<file path="src/rtl/adder_monitor_pkg.sv">
// Shared types and constants for the adder timing monitor.
// Holds the controller state encoding, mode values and the post-window drain length.
package adder_monitor_pkg;

   typedef enum logic [2:0] {
      StIdle,
      StLoad,
      StSample,
      StRun,
      StDrain,
      StDone
   } state_e;

   localparam logic ModeExt  = 1'b0;
   localparam logic ModeRing = 1'b1;

   // Covers the synchroniser plus edge-register latency after the ring is opened.
   localparam int unsigned DrainCycles = 3;

endpackage

</file>
<file path="src/rtl/edge_sync_counter.sv">
// Synchronises an asynchronous ring output, detects rising edges and counts them
// into a saturating counter with a sticky overflow flag.
module edge_sync_counter #(
   parameter int unsigned CNT_W = 32
) (
   input  logic             clock,
   input  logic             rst_n,
   input  logic             sig,
   input  logic             clear,
   input  logic             en,
   output logic [CNT_W-1:0] count,
   output logic             overflow
);

   localparam logic [CNT_W-1:0] CntOne = {{(CNT_W-1){1'b0}}, 1'b1};

   logic [1:0]       sync_q;
   logic             edge_q;
   logic             rise;
   logic [CNT_W-1:0] count_q, count_d;
   logic             ovf_q, ovf_d;

   assign rise = sync_q[1] & ~edge_q;

   // Overflow marks an edge lost because the counter was already all-ones.
   always_comb begin
      count_d = count_q;
      ovf_d   = ovf_q;
      if (clear) begin
         count_d = '0;
         ovf_d   = 1'b0;
      end else if (en && rise) begin
         if (&count_q) begin
            ovf_d = 1'b1;
         end else begin
            count_d = count_q + CntOne;
         end
      end
   end

   always_ff @(posedge clock or negedge rst_n) begin
      if (!rst_n) begin
         sync_q  <= '0;
         edge_q  <= 1'b0;
         count_q <= '0;
         ovf_q   <= 1'b0;
      end else begin
         sync_q  <= {sync_q[0], sig};
         edge_q  <= sync_q[1];
         count_q <= count_d;
         ovf_q   <= ovf_d;
      end
   end

   assign count    = count_q;
   assign overflow = ovf_q;

endmodule

</file>
<file path="src/rtl/adder_timing_monitor.sv">
// Measurement controller for instrumented adders: settled-sum capture or
// ring-oscillator edge counting over a programmable gate window.
module adder_timing_monitor
   import adder_monitor_pkg::*;
#(
   parameter int unsigned WIDTH  = 32,
   parameter int unsigned CNT_W  = 32,
   parameter int unsigned GATE_W = 16,
   parameter int unsigned SETTLE = 2
) (
   input  logic                     wb_clk_i,
   input  logic                     wb_rst_n,
   input  logic                     start,
   output logic                     start_ready,
   input  logic                     mode,
   input  logic [WIDTH-1:0]         a_in,
   input  logic [WIDTH-1:0]         b_in,
   input  logic [$clog2(WIDTH)-1:0] bit_sel,
   input  logic [GATE_W-1:0]        gate_cycles,
   input  logic                     abort,
   output logic                     result_valid,
   input  logic                     result_ack,
   output logic [CNT_W-1:0]         result_count,
   output logic                     result_overflow,
   output logic [WIDTH-1:0]         result_sum,
   output logic                     result_carry,
   output logic [WIDTH-1:0]         a_input,
   output logic [WIDTH-1:0]         b_input,
   output logic [WIDTH-1:0]         ext_bit_b,
   output logic [WIDTH-1:0]         ring_bit_b,
   output logic                     ring_en,
   input  logic                     chain_out,
   input  logic [WIDTH-1:0]         sum_in,
   input  logic                     carry_in
);

   localparam int unsigned SET_W = $clog2(SETTLE + 1) + 1;
   localparam logic [SET_W-1:0]  SettleInit = SET_W'(SETTLE - 1);
   localparam logic [SET_W-1:0]  SettleOne  = {{(SET_W-1){1'b0}}, 1'b1};
   localparam logic [GATE_W-1:0] GateOne    = {{(GATE_W-1){1'b0}}, 1'b1};
   localparam logic [GATE_W-1:0] DrainInit  = GATE_W'(DrainCycles - 1);
   localparam logic [WIDTH-1:0]  BitOne     = {{(WIDTH-1){1'b0}}, 1'b1};

   state_e            state_q, state_d;
   logic [SET_W-1:0]  settle_q, settle_d;
   logic [GATE_W-1:0] timer_q, timer_d;
   logic [GATE_W-1:0] gate_q;
   logic              mode_q;
   logic [WIDTH-1:0]  a_q, b_q, ext_q, ring_q, sum_q;
   logic              carry_q;
   logic              ring_en_q;
   logic              accept, leave;
   logic              cnt_clear, cnt_en;
   logic [WIDTH-1:0]  sel_onehot;

   assign start_ready = (state_q == StIdle);
   assign accept      = start && start_ready;
   assign leave       = (state_q != StIdle) && (state_d == StIdle);
   assign sel_onehot  = BitOne << bit_sel;

   // timer_q counts down the RUN window, then is reused for the DRAIN tail.
   always_comb begin
      state_d  = state_q;
      settle_d = settle_q;
      timer_d  = timer_q;
      unique case (state_q)
         StIdle: begin
            if (start) begin
               state_d  = StLoad;
               settle_d = SettleInit;
            end
         end
         StLoad: begin
            if (settle_q == '0) begin
               if (mode_q == ModeExt) begin
                  state_d = StSample;
               end else if (gate_q == '0) begin
                  state_d = StDone;
               end else begin
                  state_d = StRun;
                  timer_d = gate_q - GateOne;
               end
            end else begin
               settle_d = settle_q - SettleOne;
            end
         end
         StSample: state_d = StDone;
         StRun: begin
            if (timer_q == '0) begin
               state_d = StDrain;
               timer_d = DrainInit;
            end else begin
               timer_d = timer_q - GateOne;
            end
         end
         StDrain: begin
            if (timer_q == '0) begin
               state_d = StDone;
            end else begin
               timer_d = timer_q - GateOne;
            end
         end
         StDone: begin
            if (result_ack) state_d = StIdle;
         end
         default: state_d = StIdle;
      endcase
      if (abort && (state_q != StIdle)) state_d = StIdle;
   end

   always_ff @(posedge wb_clk_i or negedge wb_rst_n) begin
      if (!wb_rst_n) begin
         state_q   <= StIdle;
         settle_q  <= '0;
         timer_q   <= '0;
         gate_q    <= '0;
         mode_q    <= ModeExt;
         a_q       <= '0;
         b_q       <= '0;
         ext_q     <= '0;
         ring_q    <= '0;
         sum_q     <= '0;
         carry_q   <= 1'b0;
         ring_en_q <= 1'b0;
      end else begin
         state_q   <= state_d;
         settle_q  <= settle_d;
         timer_q   <= timer_d;
         // Registered from next state so the ring enable is glitch-free and RUN-only.
         ring_en_q <= (state_d == StRun);
         if (accept) begin
            mode_q <= mode;
            gate_q <= gate_cycles;
            a_q    <= a_in;
            b_q    <= b_in;
            ext_q  <= (mode == ModeExt)  ? sel_onehot : '0;
            ring_q <= (mode == ModeRing) ? sel_onehot : '0;
         end else if (leave) begin
            ext_q  <= '0;
            ring_q <= '0;
         end
         if ((state_q == StSample) && (state_d == StDone)) begin
            sum_q   <= sum_in;
            carry_q <= carry_in;
         end
      end
   end

   assign cnt_clear = (state_q == StLoad);
   assign cnt_en    = (state_q == StRun) || (state_q == StDrain);

   edge_sync_counter #(
      .CNT_W(CNT_W)
   ) u_edge_cnt (
      .clock    (wb_clk_i),
      .rst_n    (wb_rst_n),
      .sig      (chain_out),
      .clear    (cnt_clear),
      .en       (cnt_en),
      .count    (result_count),
      .overflow (result_overflow)
   );

   assign result_valid = (state_q == StDone);
   assign result_sum   = sum_q;
   assign result_carry = carry_q;
   assign a_input      = a_q;
   assign b_input      = b_q;
   assign ext_bit_b    = ext_q;
   assign ring_bit_b   = ring_q;
   assign ring_en      = ring_en_q;

endmodule

</file>
<file path="config.mk">
export PLATFORM = sky130hd
export DESIGN_NAME = adder_timing_monitor
export DESIGN_NICKNAME = d
export VERILOG_FILES = /design/src/rtl/adder_monitor_pkg.sv /design/src/rtl/edge_sync_counter.sv /design/src/rtl/adder_timing_monitor.sv
export SDC_FILE = /design/constraint.sdc
export NUM_CORES = 1
export LEC_CHECK = 0
export ABC_CLOCK_PERIOD_IN_PS = 3350
export CAP_MARGIN = 10
export CORE_MARGIN = 2
export CORE_UTILIZATION = 40
export DETAILED_ROUTE_END_ITERATION = 6
export PLACE_DENSITY = 0.73
export SETUP_SLACK_MARGIN = 0.5
export SLEW_MARGIN = 20
export SYNTH_ARGS = -nofsm -noshare
export SYNTH_HDL_FRONTEND = slang
export SYNTH_HIERARCHICAL = 1
export SYNTH_SLANG_ARGS = --single-unit
</file>
<file path="constraint.sdc">
create_clock -name wb_clk_i -period 3.35 [get_ports wb_clk_i]
set_clock_uncertainty 0.05 [all_clocks]
set_input_delay 0.8375 -clock wb_clk_i [delete_from_list [all_inputs] [get_ports wb_clk_i]]
set_output_delay 0.8375 -clock wb_clk_i [all_outputs]
set_load 0.1 [all_outputs]
</file>
## Word level (Yosys, flattened, before mapping)

Index checks and enable logic that the tools add are counted.

| storage, ports and cells | value |
|---|---|
| bits in registers | 237 |
| memory bits (read-only) | 0 |
| memories kept | 0 |
| output and inout port bits | 197 |
| RAM bits | 0 |
| bits in latches | 0 |

| operators by class | value |
|---|---|
| multiply operators | 0 |
| bitwise operators | 2 |
| muxes and demuxes | 29 |
| add/subtract/negate cells | 4 |
| reduce and logical (&&, ||, !) cells | 22 |
| shifts and indexed selects | 1 |
| equal/unequal tests | 14 |
| $lt $le $gt $ge | 0 |
| div/mod/pow operators | 0 |

Operators with widths:

| operator | number |
|---|---|
| $mux 32 | 8 |
| $mux 16 | 5 |
| $pmux 16 s3 | 1 |
| $add 32x1->32 const B | 1 |
| $logic_not 16->1 | 2 |
| $reduce_and 32->1 | 1 |
| $shl 1x5->32 const A | 1 |
| $sub 16x1->16 const B | 2 |
| $mux 3 | 10 |
| $pmux 3 s6 | 1 |
| $ne 2x2->1 const B | 6 |
| $eq 3x2->1 const B | 3 |
| $eq 3x3->1 const B | 3 |
| $logic_not 3->1 | 3 |
| $reduce_bool 2->1 | 4 |
| $pmux 3 s2 | 1 |
| $reduce_bool 3->1 | 2 |
| $logic_and 1x1->1 | 5 |
| $reduce_and 5->1 | 1 |
| $reduce_and 2->1 | 2 |
| $eq 3x1->1 const B | 1 |
| $mux 1 | 3 |
| $reduce_and 3->1 | 1 |
| $sub 3x1->3 const B | 1 |
| 4 further kinds | 4 |

## Longest topological paths before layout

Gate-level depths: netlist of the first run.

| depth | value |
|---|---|
| word-level depth | 10 |
| depth in mapped cells | 13 |

## Cells and area by module

Netlist of the first run, hierarchy kept.

Modules (own cells, without submodules):

| module | cells an instance | instances | seq. area each (um^2) | area each (um^2) |
|---|---|---|---|---|
| adder_timing_monitor | 810 | 1 | 5029.8 | 8433.1 |
| edge_sync_counter | 222 | 1 | 900.9 | 2023.2 |

## Worst setup path after synthesis of the first run

OpenSTA, ideal clock, no wires.

| timing | value |
|---|---|
| kind | reg-to-reg |
| start | reg state_q[1] |
| end | reg a_q[17], in the netlist a_input[17] |
| cell stages (with the launch flop) | 9 |
| setup slack | -0.584 ns |
| data arrival time | 3.816 ns |
| required time | 3.232 ns |
| cells stage by stage | dfrtp_1 > buf_2 > nor3_1 > and2_1 > clkbuf_1 > clkbuf_1 > clkbuf_1 > nand2_1 > nand2_1 |

| between the ends | value |
|---|---|
| cells in the longest elaborated chain, start to end | 2 |

RTL lines:

| what | line | source |
|---|---|---|
| start, declared | adder_timing_monitor.sv:44 | `state_e state_q, state_d;` |
| start signal, assigned | adder_timing_monitor.sv:113 | `state_q <= StIdle;` |
| start signal, assigned | adder_timing_monitor.sv:126 | `state_q <= state_d;` |
| $logic_not 3->1 | adder_timing_monitor.sv:56 | `assign start_ready = (state_q == StIdle);` |
| net start_ready | adder_timing_monitor.sv:14 | `output logic start_ready,` |
| $logic_and 1x1->1 | adder_timing_monitor.sv:57 | `assign accept = start && start_ready;` |
| end signal, assigned | adder_timing_monitor.sv:134 | `a_q <= a_in;` |
| end, declared | adder_timing_monitor.sv:49 | `logic [WIDTH-1:0] a_q, b_q, ext_q, ring_q, sum_q;` |

The timed path passes the listed nets, and every way through them passes these cells.
A chain may end at the register's enable or synchronous reset.

## Final worst setup path of the first run

| timing | value |
|---|---|
| start | reg state_q[2] |
| end | out start_ready |

| between the ends | value |
|---|---|
| cells in the longest elaborated chain, start to end | 1 |

RTL lines:

| what | line |
|---|---|
| $logic_not 3->1 | adder_timing_monitor.sv:56 |
| end, declared | adder_timing_monitor.sv:14 |

Every way passes these cells.

==> impl_metrics.yaml, run 1 <==
outcome:
  status: "finished, final reports clean"
logic_synthesis:
  syn_avg_cell_area_um2: 10.1
  synth.yosys.warnings: 6
  synth.net_count: 1163
  synth.most_common_cell: "nand2_1"
  async_flop_share_pct: 100
  post-synth-top-area-cell: "dfrtp_1"
  synthFlopType: "dfrtp_1"
  ys_types: 64
  netlist_instances: 1032
  synth_edf_count: 0
  ys_ff_latch: 237
  netlist_area_um2: 10500
  yosys-top-cells-count: "nand2_1, dfrtp_1, a22o_1"
  synth.top_cell.area_share_pct: 56.7
  yosysSeqAreaShare_pct: 56.7
  synth_area_leaders: "dfrtp_1, nand2_1, a22o_1, mux2_2, a21oi_1"
global_routing:
  grt_pass1_wl_um: 49400
  grt_max_degree: 84
  antenna_found_initial: 1
  grt_pass1_vias: 8999
  overflow: 0
  track_usage_pct: 21.8
die:
  die_height_um: 166
  start_util_pct: 40.5
  core_area_um2: 25800
  rows: 59
  io_pins: 322
  dieWidth_um: 166
  dieArea_um2: 27400
sta:
  period_share_pct: 82.1
  fmax_mhz: 364
  slew_headroom_pct: 56.5
  tightest_slew_ps: 647
  setup_viol: 0
  maxSlewViolCount: 0
  hold_viol: 0
  rsz0062_at_grt: "yes"
  tns_ps: 0
  layout_min_cycle_time_ps: 2750
critical_path:
  critPathSlowestCell: "dfrtp_1"
  path_class: "reg -> out"
  cp.buffers_inverters: 2
  crit_cells: 3
  startpoint: "state_q[2]"
  crit_path_end_kind: "output port"
  cp.required_ps: 2460
  slowest_delay_ps: 420
  r2r_end: "timer_q[15]"
  cpMostUsedCell: "buf_4"
  arrival_ps: 1860
  path_delay_family: "buffers and inverters"
  path_cells: "buf_4, nor3_2, buf_4"
  reg2reg_depth: 8
  r2r_slack_ps: 640
  cp_max_fo: 11
  critPathLaunchType: "flop"
  reg2reg_from: "timer_q[0]"
  crit_end: "start_ready"
cells_and_area:
  fin_nets: 1478
  area_delta_synth_final_pct: 39.3
  num_antenna_cells: 0
  fillCellCount: 2244
  drive_above_1_share_pct: 24.8
  multi_input_area_um2: 4310
  ff_latch_area_um2: 5930
clocking:
  ctsHoldBuffers: 0
  cts-buffers-inserted: 26
  cts_buffer_depth: 3
  cts_root_buf: "clkbuf_16"
  h-tree-depth: 1
  cts_sinks: 237
  cts_tree: "done"
  insertion_delay_ps: 540
  clk_pin_slew_ps: 60
power:
  power_mw: 15.5
  vdd_drop_max_mv: 0.947
  leakage_nw: 6.90
  power.density_nw_per_um2: 1060
placement:
  port_buffers: 321
  globalplace.congestion: 0.826
  hpwl_um: 21400
min_path:
  hp-class: "in -> async"
detailed_routing:
  top_layer_used: "met5"
  ant_nets: 0
  vias_per_cell: 5.36
  drc: 0
  drt-pass1-iter-count: 5
  drt_iter0_drc: 817
  route.met3.wl_um: 2440
  wl_met1_um: 13100
  vias: 9130
  met2_length_um: 14500
  routed_wl_um: 30700
  wl_per_cell_um: 18.0
job:
  maxCapViolCount: 0
==> report_power, final <==
part           total, mW  switching [mW]  internal, mW
Combinational       8.29            6.41          1.87
Sequential          4.27           0.598          3.68
Clock               2.92            1.20          1.71
Total               15.5            8.21          7.26
==> sequential cells by signal, indices dropped and copies added, names as in the netlist, 16 cells and up <==
| name | cells |
|---|---|
| a_input | 32 |
| b_input | 32 |
| gate_q | 16 |
| ext_bit_b | 32 |
| ring_bit_b | 32 |
| u_edge_cnt/count | 32 |
| result_sum | 32 |
| timer_q | 16 |
==> final cells by class <==
cell class,instances,area share [%]
sequential,237,40.7
multi-input combinational,725,29.6
timing repair buffer,347,20.5
clock buffer,33,5.06
tap,335,2.88
clock inverter,15,1.01
inverter,10,0.258
==> logic make-up (layout without fill, tap and decap cells) <==
group,Yosys count,count (layout),share of synthesized area (%)
AO/OA/AOI/OAI,189,189,12.9
flip-flops,237,237,56.7
buffers and inverters,70,405,2.86
XOR/XNOR,15,15,1.26
adder cells (fa/ha/maj),6,6,0.718
AND/OR/NAND/NOR,475,475,21.3
multiplexers,40,40,4.27
==> metrics by stage <==
stage          utilization (%)  std cells  instance area [um2]  worst slack, ps  hold WS (ps)
2_1_floorplan                -       1032                10500              360           281
3_3_place_gp              52.7       1649                13600              355           290
3_5_place_dp              52.7       1649                13600              300           290
4_1_cts                   56.2       1700                14500              488           234
5_1_grt                   56.4       1702                14600              484           256
6_report                  56.4       1702                14600              600           226
==> worst min path at each step <==
stage,start,endpoint,cells past startpoint
3_5_place_dp,u_edge_cnt/sync_q[0],u_edge_cnt/sync_q[1],0
3_3_place_gp,u_edge_cnt/sync_q[0],u_edge_cnt/sync_q[1],0
2_1_floorplan,u_edge_cnt/sync_q[0],u_edge_cnt/sync_q[1],0
6_report,wb_rst_n,u_edge_cnt/count[10],1
5_1_grt,wb_rst_n,u_edge_cnt/count[26],1
4_1_cts,wb_rst_n,ring_bit_b[3],1
==> cells in the final DEF (no fill, tap or decap), types with 3 or more instances in the layout <==
cell type and count:
nand2_1 279, dfrtp_1 235, buf_4 218, clkdlybuf4s50_1 123
a22o_1 60, a21oi_1 37, mux2_2 37, nor2_1 35
o21ai_0 30, clkbuf_16 26, nor3_1 23, nand3_1 19
or3_1 18, or4_1 16, o2bb2ai_1 16, nand4_1 13
nor4_1 12, inv_1 10, xnor2_1 10, nand2b_1 9
clkinv_2 8, o31ai_1 8, or2_2 7, and3_1 6
o22ai_1 6, ha_1 6, clkbuf_8 6, xor2_1 5
o21ai_1 5, buf_12 5, nor2b_1 5, clkinvlp_4 4
and4_1 4, mux2i_1 3, a22oi_1 3, o32ai_1 3
nand3b_1 3
==> routing by layer <==
metal | global-route usage, % | vias to the layer above
met3 | 5.71 | 47
met5 | 0 | -
li1 | - | 4259
met1 | 29.9 | 4447
met4 | 4.84 | 2
met2 | 34.9 | 375
==> timing repair <==
| item | 4_1_cts | 5_1_grt |
|---|---|---|
| pin swaps | 1 | 1 |
| buffers inserted | 3 | 2 |
| gates resized for setup | 1 | 7 |
| setup endpoints to repair | 8 | 21 |
Power figures use the tool's default switching activity.
==> run 2, diff against run 1 <==
--- a/config.mk
+++ b/config.mk
@@ -5,12 +5,12 @@
 export SDC_FILE = /design/constraint.sdc
 export NUM_CORES = 1
 export LEC_CHECK = 0
-export ABC_CLOCK_PERIOD_IN_PS = 3350
+export ABC_CLOCK_PERIOD_IN_PS = 2600
 export CAP_MARGIN = 10
 export CORE_MARGIN = 2
 export CORE_UTILIZATION = 40
 export DETAILED_ROUTE_END_ITERATION = 6
-export PLACE_DENSITY = 0.73
+export PLACE_DENSITY = 0.7
 export SETUP_SLACK_MARGIN = 0.5
 export SLEW_MARGIN = 20
 export SYNTH_ARGS = -nofsm -noshare
==> constraint.sdc (replaced) <==
create_clock -name wb_clk_i -period 2.6 [get_ports wb_clk_i]
set_clock_uncertainty 0.05 [all_clocks]
set_input_delay 0.65 -clock wb_clk_i [delete_from_list [all_inputs] [get_ports wb_clk_i]]
set_output_delay 0.65 -clock wb_clk_i [all_outputs]
set_load 0.1 [all_outputs]
==> run 2 against run 1 <==
Against the previous run: register-to-register slack got worse by 470 ps; setup slack got worse by 430 ps; highest routed layer is now met4; clock power increased by 28%; final cell count increased by 7.0%; critical endpoint is now timer_q[13]; count of clock-buffer cells in the layout increased by 2; flip-flop and latch count unchanged; critical path depth increased by 6; sequential power increased by 29%; routed wire length increased by 12%; hold slack got worse by 210 ps.
==> impl_metrics.yaml, run 2 (same netlist as run 1, synthesis figures left out) <==
clocking:
  h-tree-depth: 1
  clk_pin_slew_ps: 60
  cts_sinks: 237
  cts-buffers-inserted: 27
  cts_root_buf: "clkbuf_16"
  insertion_delay_ps: 540
  ctsHoldBuffers: 0
  cts_buffer_depth: 3
  cts_tree: "done"
die:
  io_pins: 322
  dieWidth_um: 166
  die_height_um: 166
  dieArea_um2: 27400
  rows: 59
  start_util_pct: 40.5
  core_area_um2: 25800
critical_path:
  reg2reg_from: "timer_q[1]"
  critPathSlowestCell: "or4_4"
  reg2reg_depth: 9
  cpMostUsedCell: "nand2_1"
  cp.required_ps: 2970
  r2r_slack_ps: 170
  r2r_end: "timer_q[13]"
  path_cells: "inv_2, ha_4, or4b_4, or4_4, a21o_4, buf_6, nand2_1, nand2_1, a22o_1"
  path_class: "reg -> reg"
  slowest_delay_ps: 470
  critPathLaunchType: "flop"
  cp_max_fo: 7
  arrival_ps: 2800
  crit_path_end_kind: "flop"
power:
  power_mw: 21.8
  vdd_drop_max_mv: 1.40
  power.density_nw_per_um2: 1310
  leakage_nw: 7.73
placement:
  place_ws_ps: -140
  post-place-cells: 1681
  port_buffers: 321
  hpwl_um: 22200
  place_area_um2: 14100
  globalplace.congestion: 0.858
cells_and_area:
  area_delta_synth_final_pct: 58.8
  layout.cells.non_filler: 1821
  mostFrequentLayoutCell: "buf_4"
  final_cell_mix: "buf_4, nand2_1, dfrtp_1, clkdlybuf4s50_1, a22o_1"
  fillCellCount: 2014
  fin_nets: 1599
  design_area_um2: 16600
  utilization_pct: 64.3
  drive_above_1_share_pct: 39.7
sta:
  hold_viol: 0
  tightest_slew_ps: 654
  worst_slack_ps: 173
  slew_headroom_pct: 56.0
  whs_ps: 19.4
  period_share_pct: 93.4
  rsz0062_at_grt: "yes"
  maxSlewViolCount: 0
  setup_viol: 0
  fmax_mhz: 412
  layout_min_cycle_time_ps: 2430
  tns_ps: 0
detailed_routing:
  drt_iter0_drc: 682
  vias: 9749
  drc: 0
  vias_per_cell: 5.35
  ant_nets: 0
  routed_wl_um: 34500
  drt-pass1-iter-count: 5
  wl_per_cell_um: 18.9
global_routing:
  grt_max_degree: 70
  track_usage_pct: 23.3
  overflow: 0
  grt_pass1_vias: 9700
  grt_pass1_wl_um: 52400
  antenna_found_initial: 1
min_path:
  hp-class: "in -> async"
job:
  maxCapViolCount: 0
outcome:
  status: "finished, final reports clean"
-- run 2: cell count changes in the layout (fill, tap and decap cells not counted), sizes merged --
cell,previous run,this run
inv,10,11
buf,224,340
clkinv,9,6
clkdlybuf4s50,123,122
diode,0,1
clkbuf,33,39
dlymetal6s2s,0,1
clkinvlp,4,2
-- run 2: area by class of cell --
type	count	area, um2	area share (%)
Sequential cell	237	6020	36.2
Clock inverter	11	115	0.693
Multi-Input combinational cell	725	4980	30.0
Inverter	10	48.8	0.294
Antenna cell	1	2.50	0.0151
Timing Repair Buffer	467	4280	25.8
Clock buffer	35	746	4.49
Tap cell	335	419	2.52
-- run 2: repair_timing --
| item | in CTS | in global routing |
|---|---|---|
| gates resized for setup | 73 | 112 |
| gates cloned | 6 | 6 |
| setup endpoints to repair | 116 | 129 |
| setup buffers | 45 | 36 |
| hold endpoints to repair | 0 | 0 |
| pin swaps | 52 | 71 |
-- run 2: power breakdown --
group / switching [mW] / internal (mW) / leakage [nW] / total (mW)
Clock: 1.53 / 2.21 / 0.427 / 3.74
Sequential: 0.762 / 4.74 / 3.03 / 5.50
Combinational: 8.88 / 3.64 / 4.27 / 12.5
-- run 2: critical path, delay by kind of cell (launching register included) --
family,cells,cell delay [ps]
AO/OA/AOI/OAI,2,450
adder cells (fa/ha/maj),1,130
buffers and inverters,2,230
flip-flops,1,400
AND/OR/NAND/NOR,4,1050
-- run 2: worst max-delay path by stage --
stage,from,endpoint,cells after the start
floorplan,state_q[0],u_edge_cnt/count[25],11
global placement,start,ring_bit_b[8],8
detailed placement,start,ring_bit_b[10],8
CTS,timer_q[0],timer_q[14],9
global route,timer_q[1],timer_q[13],9
finish,timer_q[1],timer_q[13],9
-- run 2: routing by layer --
layer / share of wire [%] / vias to the layer above / global-route usage [%]
li1: - / 4503 / -
met2: 49 / 407 / 39.3
met4: 2.8 / 0 / 7.18
met1: 40 / 4768 / 29.0
met5: 0 / - / 0
met3: 7.7 / 71 / 6.52
